===== src/rtl/stage_1.sv =====
// Prefetch FIFO: single-clock ring buffer of DEPTH entries with a whole-buffer flush.
// Latency: a pushed entry is visible at the head after the write edge; the head is a plain array read.
// Backpressure: the caller gates push on count < DEPTH; pop must only be asserted while count != 0.
module stage_1_fifo #(
    parameter int WIDTH = 64,
    parameter int DEPTH = 2,
    parameter int CW    = $clog2(DEPTH + 1)
) (
    input  logic             clk,
    input  logic             rst,
    input  logic             flush,
    input  logic             push,
    input  logic [WIDTH-1:0] push_dat,
    input  logic             pop,
    output logic [WIDTH-1:0] head_dat,
    output logic [CW-1:0]    count
);
    localparam int PW = (DEPTH > 1) ? $clog2(DEPTH) : 1;

    logic [WIDTH-1:0] mem [DEPTH];
    logic [PW-1:0]    wr_ptr;
    logic [PW-1:0]    rd_ptr;

    // DEPTH is a power of two, so the pointers wrap by plain overflow.
    always_ff @(posedge clk) begin
        if (rst || flush) begin
            wr_ptr <= '0;
            rd_ptr <= '0;
            count  <= '0;
        end else begin
            if (push) wr_ptr <= wr_ptr + PW'(1);
            if (pop)  rd_ptr <= rd_ptr + PW'(1);
            count <= count + CW'(push) - CW'(pop);
        end
    end

    always_ff @(posedge clk) begin
        if (push) mem[wr_ptr] <= push_dat;
    end

    assign head_dat = mem[rd_ptr];
endmodule

// Instruction fetch: PC, imem req/ack with one request outstanding, prefetch FIFO to decode.
// Latency: request visible the edge after it is issued; instruction at the head the edge after its ack.
// Backpressure: i_stall only holds the head; fetch stops when the FIFO would be full and resumes on a pop.
module stage_1 #(
    parameter logic [31:0] RESET_PC = 32'h0000_0000,
    parameter int          DEPTH    = 2
) (
    input  logic        i_clk,
    input  logic        i_rst,
    input  logic        i_stall,
    input  logic        i_b_taken,
    input  logic [31:0] i_b_pc,
    output logic        imem_req,
    output logic [31:0] imem_addr,
    input  logic        i_imem_ack,
    input  logic [31:0] i_imem_data,
    output logic        valid,
    output logic [31:0] inst,
    output logic [31:0] pc
);
    localparam int          CW       = $clog2(DEPTH + 1);
    localparam logic [CW-1:0] FULL_LVL = CW'(DEPTH);
    localparam logic [31:0] NOP      = 32'h0000_0013;

    typedef struct packed {
        logic [31:0] pc;
        logic [31:0] inst;
    } entry_t;

    typedef enum logic [1:0] {
        IDLE = 2'd0,
        WAIT = 2'd1,
        DROP = 2'd2
    } state_t;

    state_t        state_q;
    state_t        state_d;
    logic [31:0]   fetch_pc_q;
    logic [31:0]   fetch_pc_d;
    logic [31:0]   addr_q;
    logic [31:0]   addr_d;
    logic [31:0]   b_target;
    logic [CW-1:0] count;
    logic [CW-1:0] count_next;
    logic          ack;
    logic          push;
    logic          pop;
    logic          room;
    entry_t        push_dat;
    entry_t        head_dat;

    assign b_target = i_b_pc & ~32'h0000_0003;

    // An ack only means something while a request is on the bus.
    assign ack   = i_imem_ack && (state_q != IDLE);
    assign valid = (count != '0);
    assign pop   = valid && !i_stall && !i_b_taken;
    assign push  = ack && (state_q == WAIT) && !i_b_taken;

    assign push_dat   = '{pc: addr_q, inst: i_imem_data};
    assign count_next = count + CW'(push) - CW'(pop);
    assign room       = (count_next < FULL_LVL);

    stage_1_fifo #(
        .WIDTH ($bits(entry_t)),
        .DEPTH (DEPTH),
        .CW    (CW)
    ) u_fifo (
        .clk      (i_clk),
        .rst      (i_rst),
        .flush    (i_b_taken),
        .push     (push),
        .push_dat (push_dat),
        .pop      (pop),
        .head_dat (head_dat),
        .count    (count)
    );

    always_ff @(posedge i_clk) begin
        if (i_rst) begin
            state_q    <= IDLE;
            fetch_pc_q <= RESET_PC;
            addr_q     <= RESET_PC;
        end else begin
            state_q    <= state_d;
            fetch_pc_q <= fetch_pc_d;
            addr_q     <= addr_d;
        end
    end

    always_comb begin
        state_d    = state_q;
        fetch_pc_d = fetch_pc_q;
        addr_d     = addr_q;
        if (i_b_taken) begin
            // A request still on the bus cannot be withdrawn; park the target until its ack.
            if (state_q == IDLE || ack) begin
                addr_d     = b_target;
                fetch_pc_d = b_target + 32'd4;
                state_d    = WAIT;
            end else begin
                fetch_pc_d = b_target;
                state_d    = DROP;
            end
        end else begin
            case (state_q)
                IDLE: begin
                    if (room) begin
                        addr_d     = fetch_pc_q;
                        fetch_pc_d = fetch_pc_q + 32'd4;
                        state_d    = WAIT;
                    end
                end
                WAIT: begin
                    if (ack) begin
                        if (room) begin
                            addr_d     = fetch_pc_q;
                            fetch_pc_d = fetch_pc_q + 32'd4;
                        end else begin
                            state_d = IDLE;
                        end
                    end
                end
                DROP: begin
                    if (ack) begin
                        addr_d     = fetch_pc_q;
                        fetch_pc_d = fetch_pc_q + 32'd4;
                        state_d    = WAIT;
                    end
                end
                default: state_d = IDLE;
            endcase
        end
    end

    assign imem_req  = (state_q != IDLE);
    assign imem_addr = addr_q;
    assign inst      = valid ? head_dat.inst : NOP;
    assign pc        = valid ? head_dat.pc : 32'h0000_0000;
endmodule


===== config.mk =====
export PLATFORM = sky130hd
export DESIGN_NAME = stage_1
export DESIGN_NICKNAME = d
export VERILOG_FILES = /design/src/rtl/stage_1.sv
export SDC_FILE = /design/constraint.sdc
export NUM_CORES = 1
export LEC_CHECK = 0
export ABC_CLOCK_PERIOD_IN_PS = 8100
export CAP_MARGIN = 20
export CORE_UTILIZATION = 49
export DETAILED_ROUTE_END_ITERATION = 12
export MAX_ROUTING_LAYER = met4
export PLACE_DENSITY_LB_ADDON = 0.15
export SYNTH_ARGS = -nofsm -noshare
export SYNTH_HDL_FRONTEND = slang
export SYNTH_SLANG_ARGS = --single-unit

===== constraint.sdc =====
create_clock -name i_clk -period 8.1 [get_ports i_clk]
set_clock_uncertainty 0.1 [all_clocks]
set_input_delay 1.62 -clock i_clk [delete_from_list [all_inputs] [get_ports i_clk]]
set_output_delay 1.62 -clock i_clk [all_outputs]
set_load 0.1 [all_outputs]

==> results of run 1 <==
## layer usage
layer | vias up | global-route usage | wire length (µm)
met1 | 3035 | 0.284 | 9120
met5 | - | - | 0
met3 | 21 | 0.0441 | 1230
met2 | 202 | 0.357 | 9600
met4 | 0 | 0.0790 | 296
li1 | 3067 | - | -
## flip-flops by register name, indices dropped and copies added (netlist names), named ones only
name / flops
u_fifo.mem: 126
imem_addr: 31
u_fifo.rd_ptr: 1
u_fifo.count: 2
fetch_pc_q: 30
state_q: 2
u_fifo.wr_ptr: 1
## power breakdown
| group | internal [mW] | switching, mW | leakage (nW) | total [mW] |
|---|---|---|---|---|
| clock network | 0.460 | 0.372 | 0.278 | 0.833 |
| logic | 0.108 | 0.257 | 1.75 | 0.366 |
| registers | 1.10 | 0.0347 | 1.72 | 1.13 |
## Yosys cell counts (4+ instances only)
library cell / number / share of area
edfxtp_1: 126 / 0.43
nor2_1: 105 / 0.044
mux2i_1: 92 / 0.10
dfxtp_1: 68 / 0.15
a211oi_1: 39 / 0.033
clkbuf_1: 31 / 0.013
xor2_1: 30 / 0.030
nand2_1: 27 / 0.011
a21oi_1: 24 / 0.014
nand3_1: 23 / 0.013
o21ai_0: 18 / 0.010
and3_1: 12 / 0.0085
inv_1: 12 / 0.0051
nand4_1: 12 / 0.0085
xnor2_1: 12 / 0.012
buf_2: 11 / 0.0062
nor3_1: 8 / 0.0045
nor2b_1: 7 / 0.0049
nor4_1: 7 / 0.0049
and2_1: 6 / 0.0042
o2111ai_1: 6 / 0.0059
a2111oi_2: 5 / 0.0085
a311oi_1: 5 / 0.0049
and4_1: 5 / 0.0049
buf_1: 4 / 0.0017
ha_1: 4 / 0.0056
o211ai_1: 4 / 0.0034
or3_1: 4 / 0.0028
## logic make-up (layout without fill, tap and decap cells)
| kind of cell | Yosys count | count (layout) |
|---|---|---|
| flip-flops | 194 | 194 |
| XOR/XNOR | 43 | 43 |
| AND/OR/NAND/NOR | 226 | 226 |
| adder cells (fa/ha/maj) | 4 | 4 |
| AO/OA/AOI/OAI | 126 | 126 |
| buffers and inverters | 62 | 216 |
| multiplexers | 93 | 93 |
## cell type report
cell class              count  area, µm²
fillers                  1352       6230
repair buffers            173       1740
multi-input cells         492       3460
well taps                 225        282
inverters                  12       45.0
flip-flops and latches    194       5150
clock buffers              18        429
clock inverters            13        151
## metrics by stage
stage                     power, mW  cell area, µm²  utilization  setup WS (ns)
after floorplan                1.40            8860            -           2.60
after global placement         1.50           10600        0.608           2.81
after detailed placement       1.51           10600        0.608           2.72
after CTS                      2.34           11200        0.641           3.15
after global routing           2.40           11300        0.644           3.15
final                          2.33           11300        0.644           3.32
## path summary, 6_finish.rpt
path | start | to | slack [ns] | depth (start not counted)
setup reg to reg | u_fifo.count[1] | fetch_pc_q[16] | 3.99 | 11
hold reg to reg | imem_addr[23] | u_fifo.mem[0][55] | 0.38 | 0
setup / recovery | flip-flop | pc[1] | 3.32 | 3
hold / removal | imem_addr[23] | u_fifo.mem[0][55] | 0.38 | 0
==> results.sh, run 1 <==
export IMPL_criticalPathCategory="reg2out"
export IMPL_crit_arrival_ns=3.06
export IMPL_ys_seq_area_frac=0.580
export IMPL_synth_mux_area_frac=0.105
export IMPL_ios=167
export IMPL_core_region_area_mm2=0.0175
export IMPL_dr_pass1_iters=6
export IMPL_synth_edf_count=126
export IMPL_synthDistinctLibCells=60
export IMPL_status="finished clean"
export IMPL_max_freq_mhz=209
export IMPL_dieArea_mm2=0.0186
export IMPL_yosys_area_share_simple=0.125
export IMPL_ys_flop_type="edfxtp_1"
export IMPL_relSlewSlack=0.278
export IMPL_die_x_um=136
export IMPL_layout_commonest_cell="clkdlybuf4s50_1"
export IMPL_antenna_found_initial=0
export IMPL_syn_nets=821
export IMPL_worst_slew_pin_slew_ns=1.08
export IMPL_critPathMaxStageDelay_ns=1.16
export IMPL_drive_gt1_frac=0.0710
export IMPL_vdd_ir_drop_max_v=0.000156
export IMPL_hold_viol=0
export IMPL_syn_avg_cell_area_um2=11.8
export IMPL_routabilityCongestion=0.896
export IMPL_worstPathMaxFanout=63
export IMPL_cellPowerDensity_mw_per_mm2=207
export IMPL_synth_top_family_by_area="simple AND/OR/NAND/NOR gates"
export IMPL_ys_ff_latch=194
export IMPL_finalSetupViolations=0
export IMPL_gr_total_overflow=0
export IMPL_synthesis_area_mm2=0.00886
export IMPL_crit_path_start_kind="flip-flop"
export IMPL_synth_compound_area_frac=0.109
export IMPL_post_route_period_util=0.590
export IMPL_cap_violations=0
export IMPL_cts_resized=0
export IMPL_final_min_clock_period_ns=4.78
export IMPL_area_growth_syn_to_layout_pct=26.9
export IMPL_maxSlewViolCount=0
export IMPL_drt_iter0_drc=403
export IMPL_place_inst=1094
export IMPL_crit_family="buffers and inverters"
export IMPL_hp_class="reg2reg"
export IMPL_synthAdderAreaFrac=0.00565
export IMPL_critPathBufInv=1
export IMPL_drc_errors=0
export IMPL_drt_total_wl_mm=20.2
export IMPL_vias_per_cell=5.61
export IMPL_synthCells=748
export IMPL_synth_xor_area_share=0.0440
export IMPL_crit_path_end_kind="primary output"
export IMPL_cts_tree="yes"
export IMPL_grt_pass1_vias=6062
export IMPL_root_buffer="clkbuf_16"
export IMPL_clock_latency_ns=0.43
export IMPL_wl_per_cell_um=18.0
export IMPL_cp_cell_sequence="mux2i_1 > nor2_1 > clkdlybuf4s50_1"
export IMPL_final_cell_mix="clkdlybuf4s50_1, edfxtp_1, nor2_1, mux2i_1, dfxtp_1"
export IMPL_post_dp_hpwl_mm=13.7
export IMPL_cts_sinks=194
export IMPL_grt_pass1_wl_mm=30.7
export IMPL_cts_clk_slew_worst_paths_ns=0.07
export IMPL_slowest_stage="clkdlybuf4s50_1"
export IMPL_cts_buffers=17
export IMPL_ys_warn_count=0
export IMPL_ant_nets=0
export IMPL_async_reset_ff_frac=0
export IMPL_cts_hold_fix_buffers=0
export IMPL_fin_nets=963
export IMPL_cts_path_max_buffers=2
export IMPL_htree_levels=4
export IMPL_postCtsSetupRepairBufs=0
export IMPL_layout_cells_non_filler=1127
export IMPL_whs_ns=0.384
export IMPL_cp_required_ns=6.38
export IMPL_power_leakage_nw=3.75
export IMPL_via_count=6325
export IMPL_start_util=0.507
export IMPL_antenna_cells=0
export IMPL_rsz0062_at_grt="false"
export IMPL_grt_max_degree=64
export IMPL_num_rows=48
export IMPL_port_buffers=164
export IMPL_setup_tns_ns=0
export IMPL_grtUsageTotal=0.224
export IMPL_die_y_um=136
Note: power is estimated with default switching activity, not from simulation.
==> run 2: changes to the inputs <==
- ABC_CLOCK_PERIOD_IN_PS: 8100 -> 4900
- clock period: 8.1 -> 4.9 ns (I/O delays scaled with it)
==> results.sh, run 2 (same netlist as run 1, synthesis figures left out) <==
export IMPL_status="finished clean"
export IMPL_dr_pass1_iters=5
export IMPL_crit_arrival_ns=2.96
export IMPL_postCtsSetupRepairBufs=0
export IMPL_ios=167
export IMPL_drt_total_wl_mm=20.3
export IMPL_final_min_clock_period_ns=4.04
export IMPL_port_buffers=164
export IMPL_htree_levels=4
export IMPL_ant_nets=0
export IMPL_rsz0062_at_grt="false"
export IMPL_layout_cells_non_filler=1132
export IMPL_antenna_cells=0
export IMPL_fin_nets=967
export IMPL_slowest_stage="clkdlybuf4s50_1"
export IMPL_wl_per_cell_um=17.9
export IMPL_pwr_share_clk=0.353
export IMPL_grt_pass1_vias=6098
export IMPL_finalSetupViolations=0
export IMPL_cts_sinks=194
export IMPL_antenna_found_initial=0
export IMPL_cts_hold_fix_buffers=0
export IMPL_p_switching_mw=1.11
export IMPL_hold_viol=0
export IMPL_r2r_setup_slack_ns=1.52
export IMPL_clock_latency_ns=0.43
export IMPL_cp_cell_sequence="mux2i_1 > nor2_1 > clkdlybuf4s50_1"
export IMPL_die_x_um=136
export IMPL_rr_endpoint="fetch_pc_q[16]"
export IMPL_regMostFlops="u_fifo.mem"
export IMPL_cts_resized=0
export IMPL_hp_class="reg2reg"
export IMPL_drc_errors=0
export IMPL_cts_path_max_buffers=2
export IMPL_worst_slew_pin_slew_ns=1.03
export IMPL_core_region_area_mm2=0.0175
export IMPL_final_cell_mix="clkdlybuf4s50_1, edfxtp_1, nor2_1, mux2i_1, dfxtp_1"
export IMPL_vias_per_cell=5.53
export IMPL_dieArea_mm2=0.0186
export IMPL_largest_reg_flops=126
export IMPL_place_inst=1099
export IMPL_power_leakage_nw=3.80
export IMPL_critPathMaxStageDelay_ns=1.15
export IMPL_n_fill_cell=1321
export IMPL_combPwrFrac=0.158
export IMPL_max_freq_mhz=248
export IMPL_layout_commonest_cell="clkdlybuf4s50_1"
export IMPL_crit_path_end_kind="primary output"
export IMPL_cellPowerDensity_mw_per_mm2=340
export IMPL_whs_endpoint="u_fifo.mem[1][61]"
export IMPL_cts_clk_slew_worst_paths_ns=0.06
export IMPL_vdd_ir_drop_max_v=0.000246
export IMPL_gr_total_overflow=0
export IMPL_root_buffer="clkbuf_16"
export IMPL_cap_violations=0
export IMPL_start_util=0.507
export IMPL_setup_tns_ns=0
export IMPL_die_y_um=136
export IMPL_cts_tree="yes"
export IMPL_grtUsageTotal=0.227
export IMPL_crit_path_start_kind="flip-flop"
export IMPL_relSlewSlack=0.308
export IMPL_routabilityCongestion=0.889
export IMPL_p_sw_frac=0.291
export IMPL_drive_gt1_frac=0.0937
export IMPL_hold_depth=0
export IMPL_internal_power_mw=2.71
export IMPL_post_dp_hpwl_mm=14.1
export IMPL_grt_max_degree=64
export IMPL_criticalPathCategory="reg2out"
export IMPL_post_route_period_util=0.824
export IMPL_r2r_start="u_fifo.count[1]"
export IMPL_maxSlewViolCount=0
export IMPL_cts_buffers=17
export IMPL_worstPathMaxFanout=56
export IMPL_grt_pass1_wl_mm=31.4
export IMPL_drt_iter0_drc=354
export IMPL_min_from="imem_addr[29]"
export IMPL_reg2reg_depth=10
export IMPL_num_rows=48
export IMPL_area_growth_syn_to_layout_pct=26.9
export IMPL_seqPwrFrac=0.489
export IMPL_via_count=6260
export IMPL_cp_required_ns=3.82
## run 2: how the worst max path moves through the flow
stage,start,endpoint,slack [ns],depth (start not counted)
2_1_floorplan,i_b_taken,u_fifo.mem[0][0],0.04,4
3_3_place_gp,i_stall,fetch_pc_q[16],0.82,10
3_5_place_dp,i_stall,fetch_pc_q[16],0.77,10
4_1_cts,flip-flop,pc[8],0.83,3
5_1_grt,flip-flop,pc[8],0.74,3
6_report,flip-flop,pc[8],0.86,3
## run 2: power groups by stage
stage | Clock, mW | Sequential, mW | Combinational [mW]
CTS | 1.37 | 1.87 | 0.604
global placement | 0 | 1.90 | 0.594
finish | 1.35 | 1.87 | 0.605
detailed placement | 0 | 1.90 | 0.602
floorplan | 0 | 2.07 | 0.241
global route | 1.43 | 1.88 | 0.636
## run 2: per-stage QoR
| step | utilization | hold WS (ns) | power [mW] | cell area (µm²) | setup WS (ns) |
|---|---|---|---|---|---|
| after CTS | 0.642 | 0.392 | 3.84 | 11200 | 0.832 |
| final | 0.644 | 0.390 | 3.82 | 11300 | 0.862 |
| after global routing | 0.644 | 0.410 | 3.94 | 11300 | 0.739 |
| after detailed placement | 0.609 | 0.376 | 2.51 | 10600 | 0.766 |
| after floorplan | - | 0.375 | 2.31 | 8860 | 0.0407 |
| after global placement | 0.609 | 0.369 | 2.49 | 10600 | 0.818 |
## run 2: cell type report
cell class	count	area, µm²	share of cell area
Timing Repair Buffer	177	1740	0.155
Clock buffer	18	429	0.0381
Sequential cell	194	5150	0.458
Clock inverter	14	146	0.0130
Inverter	12	45.0	0.00400
Tap cell	225	282	0.0250
Multi-Input combinational cell	492	3460	0.307
## run 2: routing by layer
layer | wire length (µm) | global-route usage
met1 | 9170 | 0.295
met2 | 9710 | 0.360
met3 | 1050 | 0.0356
met4 | 341 | 0.0870
met5 | 0 | -
## run 2: critical path, delay by kind of cell (launching register included)
family	cells	cell delay (ns)
AND/OR/NAND/NOR	1	0.16
flip-flops	1	0.98
buffers and inverters	1	1.15
multiplexers	1	0.19
==> run 3: changes to the inputs <==
- ABC_CLOCK_PERIOD_IN_PS: 4900 -> 3700
- CORE_UTILIZATION: 49 -> 47
- clock period: 4.9 -> 3.7 ns (I/O delays scaled with it)
==> results.sh, run 3 (same netlist as run 1, synthesis figures left out) <==
export IMPL_regMostFlops="u_fifo.mem"
export IMPL_hp_class="reg2reg"
export IMPL_power_leakage_nw=3.93
export IMPL_status="finished clean"
export IMPL_grtUsageTotal=0.221
export IMPL_finalSetupViolations=0
export IMPL_core_region_area_mm2=0.0182
export IMPL_root_buffer="clkbuf_16"
export IMPL_cts_buffers=17
export IMPL_rsz0062_at_grt="false"
export IMPL_setup_tns_ns=0
export IMPL_post_dp_hpwl_mm=14.6
export IMPL_post_route_period_util=0.895
export IMPL_rr_endpoint="fetch_pc_q[22]"
export IMPL_clock_latency_ns=0.42
export IMPL_ios=167
export IMPL_grt_pass1_vias=6117
export IMPL_worstPathMaxFanout=5
export IMPL_htree_levels=4
export IMPL_cts_sinks=194
export IMPL_whs_endpoint="u_fifo.mem[1][44]"
export IMPL_reg2reg_depth=10
export IMPL_vias_per_cell=5.62
export IMPL_crit_arrival_ns=3.51
export IMPL_dp_slack_ns=0.0138
export IMPL_cellPowerDensity_mw_per_mm2=447
export IMPL_crit_path_end_kind="flip-flop"
export IMPL_largest_reg_flops=126
export IMPL_layout_commonest_cell="edfxtp_1"
export IMPL_routabilityCongestion=0.963
export IMPL_design_area_mm2=0.0112
export IMPL_port_buffers=164
export IMPL_whs_ns=0.395
export IMPL_dr_pass1_iters=4
export IMPL_drc_errors=0
export IMPL_num_rows=49
export IMPL_vdd_ir_drop_max_v=0.000292
export IMPL_min_from="imem_addr[12]"
export IMPL_drt_iter0_drc=365
export IMPL_die_x_um=139
export IMPL_via_count=6439
export IMPL_criticalPathCategory="in2reg"
export IMPL_gr_total_overflow=0
export IMPL_setup_ws_ns=0.389
export IMPL_cts_path_max_buffers=2
export IMPL_hold_depth=0
export IMPL_place_area_mm2=0.0106
export IMPL_r2r_start="u_fifo.count[1]"
export IMPL_fin_nets=976
export IMPL_r2r_setup_slack_ns=0.71
export IMPL_final_min_clock_period_ns=3.31
export IMPL_cp_required_ns=3.90
export IMPL_die_y_um=139
export IMPL_relSlewSlack=0.314
export IMPL_drive_gt1_frac=0.162
export IMPL_max_freq_mhz=302
export IMPL_crit_path_start_kind="primary input"
export IMPL_final_cell_mix="edfxtp_1, nor2_1, mux2i_1, clkdlybuf4s50_1, buf_4"
export IMPL_postCtsSetupRepairBufs=0
export IMPL_area_growth_syn_to_layout_pct=26.0
export IMPL_grt_pass1_wl_mm=32.4
export IMPL_antenna_found_initial=0
export IMPL_n_fill_cell=1451
export IMPL_wl_per_cell_um=18.1
export IMPL_drt_total_wl_mm=20.7
export IMPL_fin_util=0.613
export IMPL_worst_slew_pin_slew_ns=1.03
export IMPL_cts_resized=0
export IMPL_cts_hold_fix_buffers=0
export IMPL_maxSlewViolCount=0
export IMPL_ant_nets=0
export IMPL_dieArea_mm2=0.0194
export IMPL_hold_viol=0
export IMPL_start_util=0.487
export IMPL_cts_tree="yes"
export IMPL_grt_max_degree=64
export IMPL_cts_clk_slew_worst_paths_ns=0.07
export IMPL_cap_violations=0
-- run 3: per-layer routing --
metal / global-route usage / wire length (µm)
met1: 0.284 / 9170
met4: 0.0830 / 448
met5: - / 0
met3: 0.0447 / 1340
met2: 0.344 / 9760
-- run 3: worst max-delay path: stages --
cell and delay, ns:
clkdlybuf4s50_1 0.41, nor3_1 0.26, ha_1 0.28, inv_1 0.06, ha_1 0.14, xnor3_1 0.46
o21a_1 0.21, o21ai_1 0.42, nor4_1 0.11, a2111oi_1 0.42
-- run 3: how the worst max path moves through the flow --
stage                         start                to  slack [ns]  cells after the start
final                       i_stall    fetch_pc_q[22]        0.39                     10
after global routing        i_stall    fetch_pc_q[22]        0.33                     10
after CTS                   i_stall    fetch_pc_q[22]        0.45                     10
after detailed placement    i_stall    fetch_pc_q[22]        0.01                     10
after global placement      i_stall    fetch_pc_q[22]         0.1                     10
after floorplan           i_b_taken  u_fifo.mem[0][0]        0.28                      4
-- run 3: area by class of cell --
cell class | count | area (µm²) | share of cell area
tap | 229 | 287 | 0.0257
multi-input combinational | 492 | 3460 | 0.310
clock inverter | 10 | 85.1 | 0.00762
sequential | 194 | 5150 | 0.461
timing repair buffer | 186 | 1670 | 0.150
antenna | 1 | 2.50 | 0.000224
clock buffer | 22 | 464 | 0.0416
inverter | 12 | 45.0 | 0.00403
-- run 3: power by group --
group | internal [mW] | switching (mW)
clock | 0.958 | 0.758
sequential | 2.40 | 0.0775
combinational | 0.238 | 0.566
-- run 3: per-stage QoR --
step	cells	power (mW)
after floorplan	748	3.06
after global routing	1145	5.17
after CTS	1145	5.03
after global placement	1113	3.30
final	1146	4.99
after detailed placement	1113	3.32
